--- src/rtl/fifo_pkg.sv ---
// Shared helpers for the asynchronous FIFO pointer blocks: Gray/binary
// conversion and depth derivation, reused by both the write and read sides.
package fifo_pkg;

  localparam int DEFAULT_ADDR_SIZE = 3;

  function automatic int fifo_depth(input int addr_size);
    return 1 << addr_size;
  endfunction

  // Operands are zero-extended to 32 bits; callers size-cast the result back
  // to their own pointer width, so a single definition serves every width.
  function automatic logic [31:0] bin2gray(input logic [31:0] b);
    return b ^ (b >> 1);
  endfunction

  function automatic logic [31:0] gray2bin(input logic [31:0] g);
    logic [31:0] b;
    b[31] = g[31];
    for (int i = 30; i >= 0; i--) begin
      b[i] = b[i+1] ^ g[i];
    end
    return b;
  endfunction

endpackage

--- src/rtl/sync_r2w.sv ---
// Generic two-flop synchroniser carrying a Gray-coded pointer into the local
// clock domain; both stages clear on synchronous reset.
module sync_r2w #(
  parameter int width = 4
) (
  input  logic             clk,
  input  logic             rst,
  input  logic [width-1:0] d,
  output logic [width-1:0] q
);

  logic [width-1:0] stage_p0;

  // stage p0: metastability catch; stage p1: settled output
  always_ff @(posedge clk) begin
    if (rst) begin
      stage_p0 <= '0;
      q        <= '0;
    end else begin
      stage_p0 <= d;
      q        <= stage_p0;
    end
  end

endmodule

--- src/rtl/write_ptr_full.sv ---
// Write-side pointer and status generation for the asynchronous FIFO:
// binary/Gray write pointer, synchronised read pointer, full/almost-full/count/overflow.
module write_ptr_full
  import fifo_pkg::*;
#(
  parameter int address_Size      = DEFAULT_ADDR_SIZE,
  parameter int almost_Full_Level = 6
) (
  input  logic                  w_Clk,
  input  logic                  w_Rst,
  input  logic                  w_Inc,
  input  logic [address_Size:0] r_Ptr_Gray,
  output logic [address_Size-1:0] w_Addr,
  output logic [address_Size:0] w_Ptr_Gray,
  output logic                  fifo_Full,
  output logic                  fifo_Almost_Full,
  output logic [address_Size:0] w_Count,
  output logic                  w_Overflow
);

  localparam int PW = address_Size + 1;
  localparam logic [PW-1:0] AF_LEVEL = PW'(almost_Full_Level);

  logic [PW-1:0] rq2;
  logic [PW-1:0] wbin;
  logic [PW-1:0] wbin_next;
  logic [PW-1:0] wgray_next;
  logic [PW-1:0] rbin_s;
  logic [PW-1:0] count_next;
  logic          accept;
  logic          full_next;
  logic          afull_next;

  sync_r2w #(.width(PW)) u_sync_r2w (
    .clk (w_Clk),
    .rst (w_Rst),
    .d   (r_Ptr_Gray),
    .q   (rq2)
  );

  assign accept     = w_Inc & ~fifo_Full;
  assign wbin_next  = wbin + PW'(accept);
  assign wgray_next = PW'(bin2gray(32'(wbin_next)));
  assign rbin_s     = PW'(gray2bin(32'(rq2)));

  // Full when the write pointer has lapped the read pointer by exactly one
  // depth: in Gray code that is the top two bits inverted, the rest equal.
  assign full_next  = (wgray_next == {~rq2[PW-1:PW-2], rq2[PW-3:0]});
  assign count_next = wbin_next - rbin_s;
  assign afull_next = (count_next >= AF_LEVEL);

  assign w_Addr = wbin[address_Size-1:0];

  // stage p0: pointer and status registers, all updated from the same next-state
  always_ff @(posedge w_Clk) begin
    if (w_Rst) begin
      wbin             <= '0;
      w_Ptr_Gray       <= '0;
      fifo_Full        <= 1'b0;
      fifo_Almost_Full <= 1'b0;
      w_Count          <= '0;
      w_Overflow       <= 1'b0;
    end else begin
      wbin             <= wbin_next;
      w_Ptr_Gray       <= wgray_next;
      fifo_Full        <= full_next;
      fifo_Almost_Full <= afull_next;
      w_Count          <= count_next;
      w_Overflow       <= w_Overflow | (w_Inc & fifo_Full);
    end
  end

endmodule
--- config.mk ---
export PLATFORM = sky130hd
export DESIGN_NAME = write_ptr_full
export DESIGN_NICKNAME = d
export VERILOG_FILES = /design/src/rtl/fifo_pkg.sv /design/src/rtl/sync_r2w.sv /design/src/rtl/write_ptr_full.sv
export SDC_FILE = /design/constraint.sdc
export NUM_CORES = 1
export LEC_CHECK = 0
export CORE_MARGIN = 3
export CORE_UTILIZATION = 42
export CTS_CLUSTER_DIAMETER = 80
export DETAILED_ROUTE_END_ITERATION = 10
export PLACE_DENSITY = 0.74
export SLEW_MARGIN = 20
export SYNTH_ARGS = -nofsm -noshare
export SYNTH_HDL_FRONTEND = slang
export SYNTH_SLANG_ARGS = --single-unit
--- constraint.sdc ---
create_clock -name w_Clk -period 2 [get_ports w_Clk]
set_clock_uncertainty 0.05 [all_clocks]
set_input_delay 0.3 -clock w_Clk [delete_from_list [all_inputs] [get_ports w_Clk]]
set_output_delay 0.3 -clock w_Clk [all_outputs]
set_load 0.1 [all_outputs]
Word level (Yosys, flattened, before mapping)
Cells that the tools add are included.

storage, ports and cells
  flip-flop bits (word level) = 23
  output and inout bits = 14

cells by class
  add/subtract/negate cells = 2
  magnitude comparators = 1
  eq/ne operators = 1
  bitwise gates (word level) = 9

operators with widths
  cell                                                               number
  adder 4 x 1 -> 4 bit                                               1
  equality test 4 bit                                                1
  greater-or-equal comparator 4 x 3 -> 1 bit, second input constant  1
  subtractor 4 bit                                                   1
  XOR 4 x 3 -> 4 bit                                                 1
  XOR 1 bit                                                          3
  AND 1 bit                                                          2
  inverter 2 bit                                                     1
  inverter 1 bit                                                     1
  bitwise OR 1 bit                                                   1

Logic depth before layout (Yosys ltp)
Gate-level depths: netlist (run 1).

  word-level depth = 5
  gate-level depth with buffers = 9

Modules after synthesis
A second synthesis (run 1) with hierarchy kept.

second synthesis, totals
  cell total of the unflattened synthesis = 78
  area total of the unflattened synthesis = 854.6 um2

modules (own cells, without submodules)
  module          cells an instance  times used  area each (um2)
  write_ptr_full  62                 1           644.4
  sync_r2w        16                 1           210.2

Worst setup path before layout (run 1)
No wires, ideal clock.

  path type = register to register
  start point = register fifo_Full
  end point = register fifo_Almost_Full
  setup slack = -0.779 ns
  arrival = 2.654 ns
  cell stages (with the launch flop) = 9
  clock period less this slack = 2.779 ns
  path buffers = 0
  library setup time = 0.074 ns
  path through = dfxtp_1 > nor2b_1 > ha_1 > ha_1 > inv_1 > fa_1 > xor2_1 > or3_1 > o21ai_0

on the way
  cells in the longest elaborated chain, start to end = 5

RTL lines
  what                                        RTL line              RTL
  start: declaration                          write_ptr_full.sv:15  output logic fifo_Full,
  start signal: assignment                    write_ptr_full.sv:66  fifo_Full <= full_next;
  inverter 1 bit                              write_ptr_full.sv:41  assign accept = w_Inc & ~fifo_Full;
  AND 1 bit                                   write_ptr_full.sv:41
  adder 4 x 1 -> 4 bit                        write_ptr_full.sv:42  assign wbin_next = wbin + PW'(accept);
  via wbin_next[1]                            write_ptr_full.sv:26  logic [PW-1:0] wbin_next;
  subtractor 4 bit                            write_ptr_full.sv:49  assign count_next = wbin_next - rbin_s;
  greater-or-equal comparator 4 x 3 -> 1 bit  write_ptr_full.sv:50  assign afull_next = (count_next >= AF_LEVEL);
  end signal: assignment                      write_ptr_full.sv:67  fifo_Almost_Full <= afull_next;
  end: declaration                            write_ptr_full.sv:16  output logic fifo_Almost_Full,

The timed path passes the listed nets, and every way through them passes these cells.
A chain may end at the register's enable or synchronous reset.

Final worst setup path (run 1)
  start point = register u_sync_r2w.q[2]
  end point = register fifo_Almost_Full

on the way
  cells in the longest elaborated chain, start to end = 5

RTL lines
  what                                          RTL line              RTL
  start: declaration                            sync_r2w.sv:9         output logic [width-1:0] q
  start signal: assignment                      sync_r2w.sv:21        q <= stage_p0;
  XOR 1 bit *                                   fifo_pkg.sv:21        b[i] = b[i+1] ^ g[i];
  XOR 1 bit (2 in series)                       fifo_pkg.sv:21
  subtractor 4 bit *                            write_ptr_full.sv:49
  greater-or-equal comparator 4 x 3 -> 1 bit *  write_ptr_full.sv:50

Every way passes the cells marked *; elsewhere a longest branch is shown, timed or not.

==> results of run 1 <==
[through the flow]
stage	hold WS [ps]	cell area (um2)
2_1_floorplan	322	885
3_3_place_gp	369	1190
3_5_place_dp	378	1190
4_1_cts	400	1260
5_1_grt	283	1330
6_report	223	1330
[worst max-delay path, delay by kind of cell (launching register included)]
kind,cells,cell delay (ps)
xor gates and xnor gates,3,570
AOI/OAI and AO/OA,1,70
DFF,1,350
and+or+nand+nor,1,350
adders and majority gates,2,660
[repair_timing]
| action | in CTS | in global routing |
|---|---|---|
| buffers inserted | 0 | 2 |
| gates resized for setup | 8 | 6 |
| pin swaps | 5 | 7 |
| setup endpoints to repair | 3 | 4 |
[routing by layer]
metal / wire, um / vias up
met3: 78 / 4
met2: 738 / 17
met5: 0 / -
met1: 664 / 291
met4: 38 / 0
li1: - / 331
[registers in the layout, summed over array words and instances, names as in the netlist]
signal,flops
fifo_Almost_Full,1
fifo_Full,1
u_sync_r2w.q,4
u_sync_r2w.stage_p0,4
w_Count,4
w_Overflow,1
w_Ptr_Gray,4
wbin,3
[cell families after synthesis]
family | after synthesis | synth area share [%]
AOI/OAI and AO/OA | 4 | 2.66
adders and majority gates | 6 | 9.75
buffers and inverters | 6 | 2.66
xor gates and xnor gates | 16 | 16.5
DFF | 22 | 52.0
and+or+nand+nor | 27 | 16.4
[power groups by stage]
stage          combinational (mW)  sequential, mW  clock [mW]
4_1_cts                     0.510           0.496       0.248
3_5_place_dp                0.500           0.504           0
2_1_floorplan               0.122           0.745           0
5_1_grt                     0.564           0.498       0.260
6_report                    0.536           0.495       0.240
3_3_place_gp                0.497           0.501           0
[worst max-delay path by stage]
stage                  endpoint  slack (ps)
6_report       fifo_Almost_Full        -110
2_1_floorplan  fifo_Almost_Full        -140
3_5_place_dp   fifo_Almost_Full        -470
5_1_grt        fifo_Almost_Full        -220
4_1_cts        fifo_Almost_Full         -80
3_3_place_gp   fifo_Almost_Full        -430
[cell usage in the layout, fill, tap and decap left out]
cell             netlist  final
dlymetal6s2s_1         0      1
a21o_1                 1      1
nor2_1                11     10
inv_1                  4      2
dfxtp_2                0      4
o21ai_1                0      1
nor2b_4                0      1
buf_4                  0     32
dfxtp_4                0      2
clkbuf_4               0      3
ha_2                   0      1
nor2_2                 0      1
fa_2                   0      1
xor2_1                 6      4
or3_1                  2      2
xor2_2                 0      1
nor2b_1               10      9
xnor2_1               10      9
xor2_4                 0      1
a21oi_2                0      1
nand2_1                2      2
a21oi_1                2      1
dfxtp_1               22     16
xnor2_2                0      1
inv_2                  0      2
clkdlybuf4s50_1        0      5
clkbuf_8               0      1
nor3_2                 1      1
ha_4                   0      4
nand3_1                1      1
[layout make-up]
cell class                      count  area share (%)
Clock buffer                        4            2.74
Inverter                            4            1.13
Sequential cell                    22            34.2
Tap cell                           25            2.36
Multi-Input combinational cell     53            36.7
Timing Repair Buffer               38            22.9
==> metrics.md, run 1 <==
| Metric | Value |
|---|---|
| 1st-iter DRT viols | `4` |
| Worst slew margin | `between 70% and 80%` |
| Worst reg-to-reg setup slack | `-110 ps` |
| Longest Clk Path Bufs | `2` |
| First-pass GRT wire length | `between 2 and 3 mm` |
| Pwr Density | `around 960 nW/um2` |
| Outcome | `finished, violations left` |
| Sequential Area | `between 400 and 500 um2` |
| Worst Max-Slew Pin Slew | `roughly 310 ps` |
| Gpl congestion | `a little over 0.7` |
| Syn-to-layout area delta | `56.4%` |
| Internal power | `about 0.77 mW` |
| Rows | `15` |
| Number of diodes | `0` |
| Root buffer cell | `clkbuf_4` |
| Port bufs | `20` |
| CP Max Fanout | `2` |
| RR Endpoint | `fifo_Almost_Full` |
| Cts bufs inserted | `3` |
| Max cap viols | `0` |
| Worst setup path category | `reg2reg` |
| Vias in the first global route | `624` |
| Mapped cell area | `847 um2` |
| Slowest CP cell | `fa_2` |
| Comb power frac | `42.1%` |
| Final net count | `~140` |
| Synth area leader | `dfxtp_1` |
| Initial Util | `46.5%` |
| Clock sinks | `22` |
| Number of remaining DRC errors | `0` |
| Mapped Cells | `roughly 80` |
| Wirelength per Cell | `approximately 10 um` |
| Syn_nets | `between 90 and 100` |
| Routed Antenna Nets | `0` |
| Post-synth top area share | `just over 50%` |
| Hold Vio Cnt, Final | `0` |
| Most frequent cell after synthesis | `dfxtp_1` |
| CP Launch Type | `register` |
| Worst Setup End Kind | `register` |
| Die Y | `between 50 and 60 um` |
| Fin crit period | `between 2000 and 2500 ps` |
| Setup violators final | `1` |
| Achievable frequency | `approximately 470 MHz` |
| Met1 Use GR | `14.3%` |
| RSZ-0062 raised after global routing | `yes` |
| Place WS | `-473 ps` |
| Flops & latches, synth | `22` |
| Placed insts | `140` |
| Hold path cells | `3` |
| Routing usage on met2 | `between 20% and 30%` |
| Clock latency at the later pin of the worst-skew pair | `between 300 and 400 ps` |
| Total track usage | `between 10 and 15%` |
| Congestion Overflow GR | `0` |
| Leakage power | `between 0.5 and 0.6 nW` |
| Seq/Total Area, Yosys | `between 50 and 60%` |
| Vias per inst | `between 4 and 5` |
| Die Span X | `between 50 and 60 um` |
| Clock-pin slew on the worst setup and hold paths | `120 ps` |
| Layout cells sized above 1 | `between 40% and 50%` |
| GR met3 Demand/Resource | `3.50%` |
| Dominant cells by area after synthesis | `dfxtp_1, xnor2_1, ha_1` |
| R2R cell count | `7` |
| Power, Total | `roughly 1.3 mW` |
| Failing checks | `negative setup slack` |
| Global route hottest layer | `met2` |
| Mean post-synth cell area | `roughly 10 um2` |
| Yosys cell types | `16` |
| Reg power frac | `about two fifths` |
| Fin Setup TNS | `-109 ps` |
| Slowest cell delay on critical path | `about 440 ps` |
| Hpwl dp | `roughly 1.1 mm` |
| CORE AREA | `between 1500 and 2000 um2` |
| Post-synth EDFFs | `0` |
| Die ar. | `roughly 2600 um2` |
| Synth warn | `0` |
| Crit path from | `u_sync_r2w.q[2]` |
| CP Data Required Time | `between 2000 and 2500 ps` |
| Area of the multi-input gates | `approximately 500 um2` |
| Tcrit/Tclk final | `105%` |
| Synth async-reset ratio | `0%` |
| Post-synth top flop | `dfxtp_1` |
| Initial antenna violation count | `0` |
| Fill cell count | `about 130` |
| Worst Hold Class | `in2reg` |
| Clock share of power | `between 10% and 20%` |
| H-tree levels | `1` |
| Hold worst-path end | `w_Overflow` |
| CTS tree | `done` |
| Largest net degree at the start of global routing | `13` |
| Pre-Repair DR Iteration Count | `4` |
| Post-Layout Cell Count | `between 100 and 150` |
| Crit path DAT | `around 2300 ps` |
| NetSw | `between 0.5 and 0.6 mW` |
| Commonest cells in the synthesized netlist | `dfxtp_1, nor2_1, nor2b_1, xnor2_1, xor2_1` |
| Switching Share | `between 30% and 40%` |
| Critical path cell sequence | `xnor2_2 > xor2_1 > xnor2_1 > ha_2 > fa_2 > or3_1 > o21ai_1` |
| Routed WL | `about 1.5 mm` |
| Via count | `643` |
| Worst setup margin | `-109 ps` |
| Hold Crit Start | `w_Inc` |
| I/O Pins | `21` |
| Cts hold-fix bufs | `0` |
| Max-slew violations | `0` |
| R2R Path Start | `u_sync_r2w.q[2]` |
| Post-layout util | `roughly 73%` |
| Peak VDD IR | `between 0.6 and 0.7 mV` |
Note: power is estimated with default switching activity, not from simulation.
==> inputs of run 2 (changes only) <==
--- a/config.mk
+++ b/config.mk
@@ -9,6 +9,7 @@
 export CORE_UTILIZATION = 42
 export CTS_CLUSTER_DIAMETER = 80
 export DETAILED_ROUTE_END_ITERATION = 10
+export MAX_ROUTING_LAYER = met4
 export PLACE_DENSITY = 0.74
 export SLEW_MARGIN = 20
 export SYNTH_ARGS = -nofsm -noshare
==> metrics.md, run 2 (synthesis results as in run 1) <==
| Metric | Value |
|---|---|
| Worst Setup End Kind | `register` |
| Wirelength per Cell | `10.4 um (-0.39%)` |
| Worst setup path category | `reg2reg` |
| Post-layout util | `73.1% (+0.27 points)` |
| Slowest cell delay on critical path | `440 ps (about the same)` |
| Tcrit/Tclk final | `105% (-0.54 points)` |
| Hpwl dp | `1.11 mm (unchanged)` |
| Largest net degree at the start of global routing | `13 (unchanged)` |
| Root buffer cell | `clkbuf_4` |
| Gpl congestion | `0.731 (+1.2%)` |
| Fin crit period | `2100 ps (-10.7 ps)` |
| WP depth | `7 (unchanged)` |
| CP Data Required Time | `2200 ps (about the same)` |
| Achievable frequency | `477 MHz (+0.51%)` |
| Routed Antenna Nets | `0 (unchanged)` |
| Max cap viols | `0 (unchanged)` |
| Worst Max-Slew Pin Slew | `315 ps (+0.0929 ps)` |
| I/O Pins | `21 (unchanged)` |
| Worst reg-to-reg setup slack | `-100 ps (about the same)` |
| RSZ-0062 raised after global routing | `yes` |
| Leakage power | `0.572 nW (+0.12%)` |
| Die Y | `50.9 um (unchanged)` |
| Syn-to-layout area delta | `57.0%` |
| Slowest CP cell | `fa_2` |
| Via count | `645 (+0.31%)` |
| CP top delay family | `adder cells` |
| Commonest non-fill, non-tap cell in the layout | `buf_4` |
| Clock-pin slew on the worst setup and hold paths | `120 ps (about the same)` |
| CTS tree | `done` |
| Initial Util | `46.5% (unchanged)` |
| Vias in the first global route | `623 (-0.16%)` |
| Outcome | `finished, violations left` |
| Post-Layout Cell Count | `146 (unchanged)` |
| Number of diodes | `0 (unchanged)` |
| First-pass GRT wire length | `2.59 mm (+0.54%)` |
| Total track usage | `14.2% (+0.43 points)` |
| Rows | `15 (unchanged)` |
| CP Launch Type | `register` |
| Cts hold-fix bufs | `0 (unchanged)` |
| Max-slew violations | `0 (unchanged)` |
| Crit path DAT | `2300 ps (about the same)` |
| Vias per inst | `4.42 (+0.31%)` |
| Longest Clk Path Bufs | `2 (unchanged)` |
| Layout cells sized above 1 | `47.1% (unchanged)` |
| R2R cell count | `7 (unchanged)` |
| Number of remaining DRC errors | `0 (unchanged)` |
| Hold Vio Cnt, Final | `0 (unchanged)` |
| Pre-Repair DR Iteration Count | `2 (-2)` |
| Pwr Density | `957 nW/um2 (-0.26%)` |
| Final net count | `135 (unchanged)` |
| Clock latency at the later pin of the worst-skew pair | `300 ps (about the same)` |
| Routed WL | `1.51 mm (-0.39%)` |
| Initial antenna violation count | `0 (unchanged)` |
| Critical path cell sequence | `xnor2_2 > xor2_1 > xnor2_1 > ha_2 > fa_2 > or3_1 > o21ai_1` |
| H-tree levels | `1 (unchanged)` |
| Worst slew margin | `78.9% (about the same)` |
| Die ar. | `2590 um2 (unchanged)` |
| CORE AREA | `1820 um2 (unchanged)` |
| Worst Hold Class | `in2reg` |
| Worst setup margin | `-98.1 ps (+10.7 ps)` |
| Setup violators final | `1 (unchanged)` |
| Fin Setup TNS | `-98.1 ps (+10.7 ps)` |
| Clock sinks | `22 (unchanged)` |
| Most frequent cells in the layout | `buf_4, dfxtp_1, nor2_1` |
| Congestion Overflow GR | `0 (unchanged)` |
| Hold path cells | `3 (unchanged)` |
| Placed insts | `140 (unchanged)` |
| Failing checks | `negative setup slack` |
| Cts bufs inserted | `3 (unchanged)` |
| Peak VDD IR | `0.622 mV (+3.6%)` |
| Port bufs | `20 (unchanged)` |
| Die Span X | `50.9 um (unchanged)` |
| Worst path bufs/invs | `0 (unchanged)` |
| CP Max Fanout | `2 (unchanged)` |
| 1st-iter DRT viols | `1 (-3)` |
run 2: worst paths after layout:
path,startpoint,end
max reg2reg,u_sync_r2w.q[2],fifo_Almost_Full
min reg2reg,u_sync_r2w.stage_p0[2],u_sync_r2w.q[2]
max,u_sync_r2w.q[2],fifo_Almost_Full
min,w_Inc,w_Overflow
run 2: routing by layer:
metal	vias up	share of wire (%)	GRT usage, %
met5	-	0	-
met4	0	2.5	9.42
met3	4	5.2	3.50
met2	17	49	24.0
met1	292	43	14.5
li1	332	-	-
run 2: stage by stage:
step | power, mW | hold WS, ps | cell area [um2] | setup slack [ps]
final | 1.27 | 225 | 1330 | -98.1
after global routing | 1.33 | 280 | 1330 | -234
after CTS | 1.25 | 400 | 1260 | -82.1
after detailed placement | 1.00 | 378 | 1190 | -473
after global placement | 0.998 | 369 | 1190 | -427
after floorplan | 0.867 | 322 | 885 | -137
run 2: tightest hold or removal path: stages:
cell            delay (ps)
dlymetal6s2s_1         110
a21oi_1                 70
nor2_1                  70
run 2: final cells by class:
| cell class | count | area (um2) |
|---|---|---|
| Multi-Input combinational cell | 53 | 492 |
| Fill cell | 126 | 490 |
| Sequential cell | 22 | 453 |
| Timing Repair Buffer | 38 | 303 |
| Clock buffer | 4 | 36.3 |
| Tap cell | 25 | 31.3 |
| Inverter | 4 | 15.0 |
run 2: power breakdown:
part | internal (mW) | leakage [nW] | total [mW] | switching (mW)
registers | 0.479 | 0.184 | 0.495 | 0.0167
logic | 0.182 | 0.366 | 0.538 | 0.356
clock network | 0.111 | 0.0210 | 0.239 | 0.128
run 2: timing repair:
action,CTS,global route
gates resized for setup,8,7
pin swaps,5,7
endpoints found under the setup margin,3,4
setup buffers,0,3
==> inputs of run 3 (changes only) <==
--- a/config.mk
+++ b/config.mk
@@ -6,11 +6,13 @@
 export NUM_CORES = 1
 export LEC_CHECK = 0
 export CORE_MARGIN = 3
-export CORE_UTILIZATION = 42
+export CORE_UTILIZATION = 44
+export CTS_BUF_LIST = sky130_fd_sc_hd__clkbuf_4
 export CTS_CLUSTER_DIAMETER = 80
 export DETAILED_ROUTE_END_ITERATION = 10
 export MAX_ROUTING_LAYER = met4
-export PLACE_DENSITY = 0.74
+export PLACE_DENSITY = 0.76
+export SKIP_CTS_REPAIR_TIMING = 1
 export SLEW_MARGIN = 20
 export SYNTH_ARGS = -nofsm -noshare
 export SYNTH_HDL_FRONTEND = slang
==> metrics.md, run 3 (synthesis results as in run 1) <==
| Metric | Value |
|---|---|
| Worst Setup End Kind | `register` |
| Port bufs | `20 (unchanged)` |
| Achievable frequency | `467 MHz (-2.0%)` |
| Place WS | `-527 ps (-53.7 ps)` |
| Die ar. | `2490 um2 (-4.0%)` |
| Initial Util | `48.0% (+1.5 points)` |
| RSZ-0062 raised after global routing | `yes` |
| Max cap viols | `0 (unchanged)` |
| Slowest cell delay on critical path | `440 ps (about the same)` |
| Rows | `15 (unchanged)` |
| CTS tree | `done` |
| Worst Hold Class | `in2reg` |
| Worst slew margin | `80.2% (+1.4 points)` |
| Clock latency at the later pin of the worst-skew pair | `300 ps (about the same)` |
| Post-Layout Cell Count | `145 (-0.68%)` |
| I/O Pins | `21 (unchanged)` |
| Max-slew violations | `0 (unchanged)` |
| Final net count | `134 (-0.74%)` |
| Congestion Overflow GR | `0 (unchanged)` |
| Critical path cell sequence | `xnor2_2 > xor2_1 > xnor2_1 > ha_2 > fa_2 > or3_1 > o21ai_1` |
| Die Y | `49.9 um (-2.0%)` |
| Cts bufs inserted | `3 (unchanged)` |
| Gpl congestion | `0.745 (+1.8%)` |
| Setup violators final | `1 (unchanged)` |
| Outcome | `finished, violations left` |
| Most frequent cells in the layout | `buf_4, dfxtp_1, nor2_1` |
| Hpwl dp | `1.18 mm (+6.2%)` |
| Worst setup path category | `reg2reg` |
| Internal power | `0.733 mW (-5.1%)` |
| CORE AREA | `1760 um2 (-3.1%)` |
| Worst Max-Slew Pin Slew | `296 ps (-19.2 ps)` |
| Hold Slack | `238 ps (+12.8 ps)` |
| Placed insts | `140 (unchanged)` |
| Clock-pin slew on the worst setup and hold paths | `120 ps (about the same)` |
| Clock share of power | `16.5% (-2.3 points)` |
| Tcrit/Tclk final | `107% (+2.1 points)` |
| Root buffer cell | `clkbuf_4` |
| Reg power frac | `40.0% (+1.1 points)` |
| Routed WL | `1.65 mm (+8.8%)` |
| Layout cells sized above 1 | `44.2% (-2.9 points)` |
| Die Span X | `49.9 um (-2.0%)` |
| Routed Antenna Nets | `0 (unchanged)` |
| Peak VDD IR | `0.550 mV (-11%)` |
| Via count | `649 (+0.62%)` |
| Largest net degree at the start of global routing | `18 (+5)` |
| Fin crit period | `2140 ps (+41.8 ps)` |
| Worst path bufs/invs | `0 (unchanged)` |
| Clock sinks | `22 (unchanged)` |
| First-pass GRT wire length | `2.56 mm (-1.3%)` |
| Vias per inst | `4.48 (+1.3%)` |
| Failing checks | `negative setup slack` |
| Comb power frac | `43.5% (+1.2 points)` |
| Syn-to-layout area delta | `54.7%` |
| Hold Vio Cnt, Final | `0 (unchanged)` |
| Leakage power | `0.574 nW (+0.41%)` |
| Worst setup margin | `-140 ps (-41.8 ps)` |
| CP Max Fanout | `2 (unchanged)` |
| Commonest non-fill, non-tap cell in the layout | `buf_4` |
| H-tree levels | `1 (unchanged)` |
| Wirelength per Cell | `11.4 um (+9.5%)` |
| 1st-iter DRT viols | `9 (+8)` |
| Slowest CP cell | `fa_2` |
| CP top delay family | `adder cells` |
| Total track usage | `14.3% (+0.10 points)` |
| Power, Total | `1.24 mW (-2.5%)` |
| Pwr Density | `947 nW/um2 (-1.0%)` |
| Number of diodes | `0 (unchanged)` |
| Switching Share | `40.9% (+1.6 points)` |
| Longest Clk Path Bufs | `2 (unchanged)` |
| CP Launch Type | `register` |
| Initial antenna violation count | `0 (unchanged)` |
| Pre-Repair DR Iteration Count | `4 (+2)` |
| Vias in the first global route | `599 (-3.9%)` |
| Crit path DAT | `2340 ps (+40 ps)` |
| Fin Setup TNS | `-140 ps (-41.8 ps)` |
| NetSw | `0.508 mW (+1.4%)` |
| Number of remaining DRC errors | `0 (unchanged)` |
| CP Data Required Time | `2200 ps (about the same)` |
run 3: power groups by stage:
stage               Clock (mW)  Sequential [mW]  Combinational [mW]
finish                   0.205            0.496               0.540
global placement             0            0.502               0.497
detailed placement           0            0.504               0.504
global route             0.232            0.501               0.565
CTS                      0.206            0.493               0.507
floorplan                    0            0.745               0.122
run 3: worst register-to-register path, stage by stage (launching register included):
cell,delay (ps)
dfxtp_2,350
xnor2_2,200
xor2_1,250
xnor2_1,160
ha_2,220
fa_2,440
or3_1,350
o21ai_1,70
run 3: worst paths after layout:
kind / from / slack, ps / depth (start not counted) / to
min: w_Inc / 240 / 3 / w_Overflow
max: u_sync_r2w.q[2] / -140 / 7 / fifo_Almost_Full
min reg2reg: u_sync_r2w.stage_p0[2] / 400 / 1 / u_sync_r2w.q[2]
max reg2reg: u_sync_r2w.q[2] / -140 / 7 / fifo_Almost_Full
run 3: layout make-up:
type	instances	area [um2]
Timing Repair Buffer	37	295
Clock inverter	1	3.75
Sequential cell	22	452
Clock buffer	3	22.5
Inverter	4	15.0
Fill cell	136	454
Multi-Input combinational cell	53	490
Tap cell	25	31.3
run 3: stage by stage:
stage | cell area [um2] | utilization, %
2_1_floorplan | 885 | -
3_3_place_gp | 1190 | 67.7
3_5_place_dp | 1190 | 67.7
4_1_cts | 1220 | 69.1
5_1_grt | 1310 | 74.3
6_report | 1310 | 74.3
run 3: layer usage:
| layer | track usage [%] | vias to the layer above | share of wire, % |
|---|---|---|---|
| li1 | - | 330 | - |
| met4 | 8.76 | 0 | 1.8 |
| met2 | 23.1 | 22 | 49 |
| met1 | 15.5 | 293 | 45 |
| met3 | 3.93 | 4 | 3.9 |
| met5 | - | - | 0 |
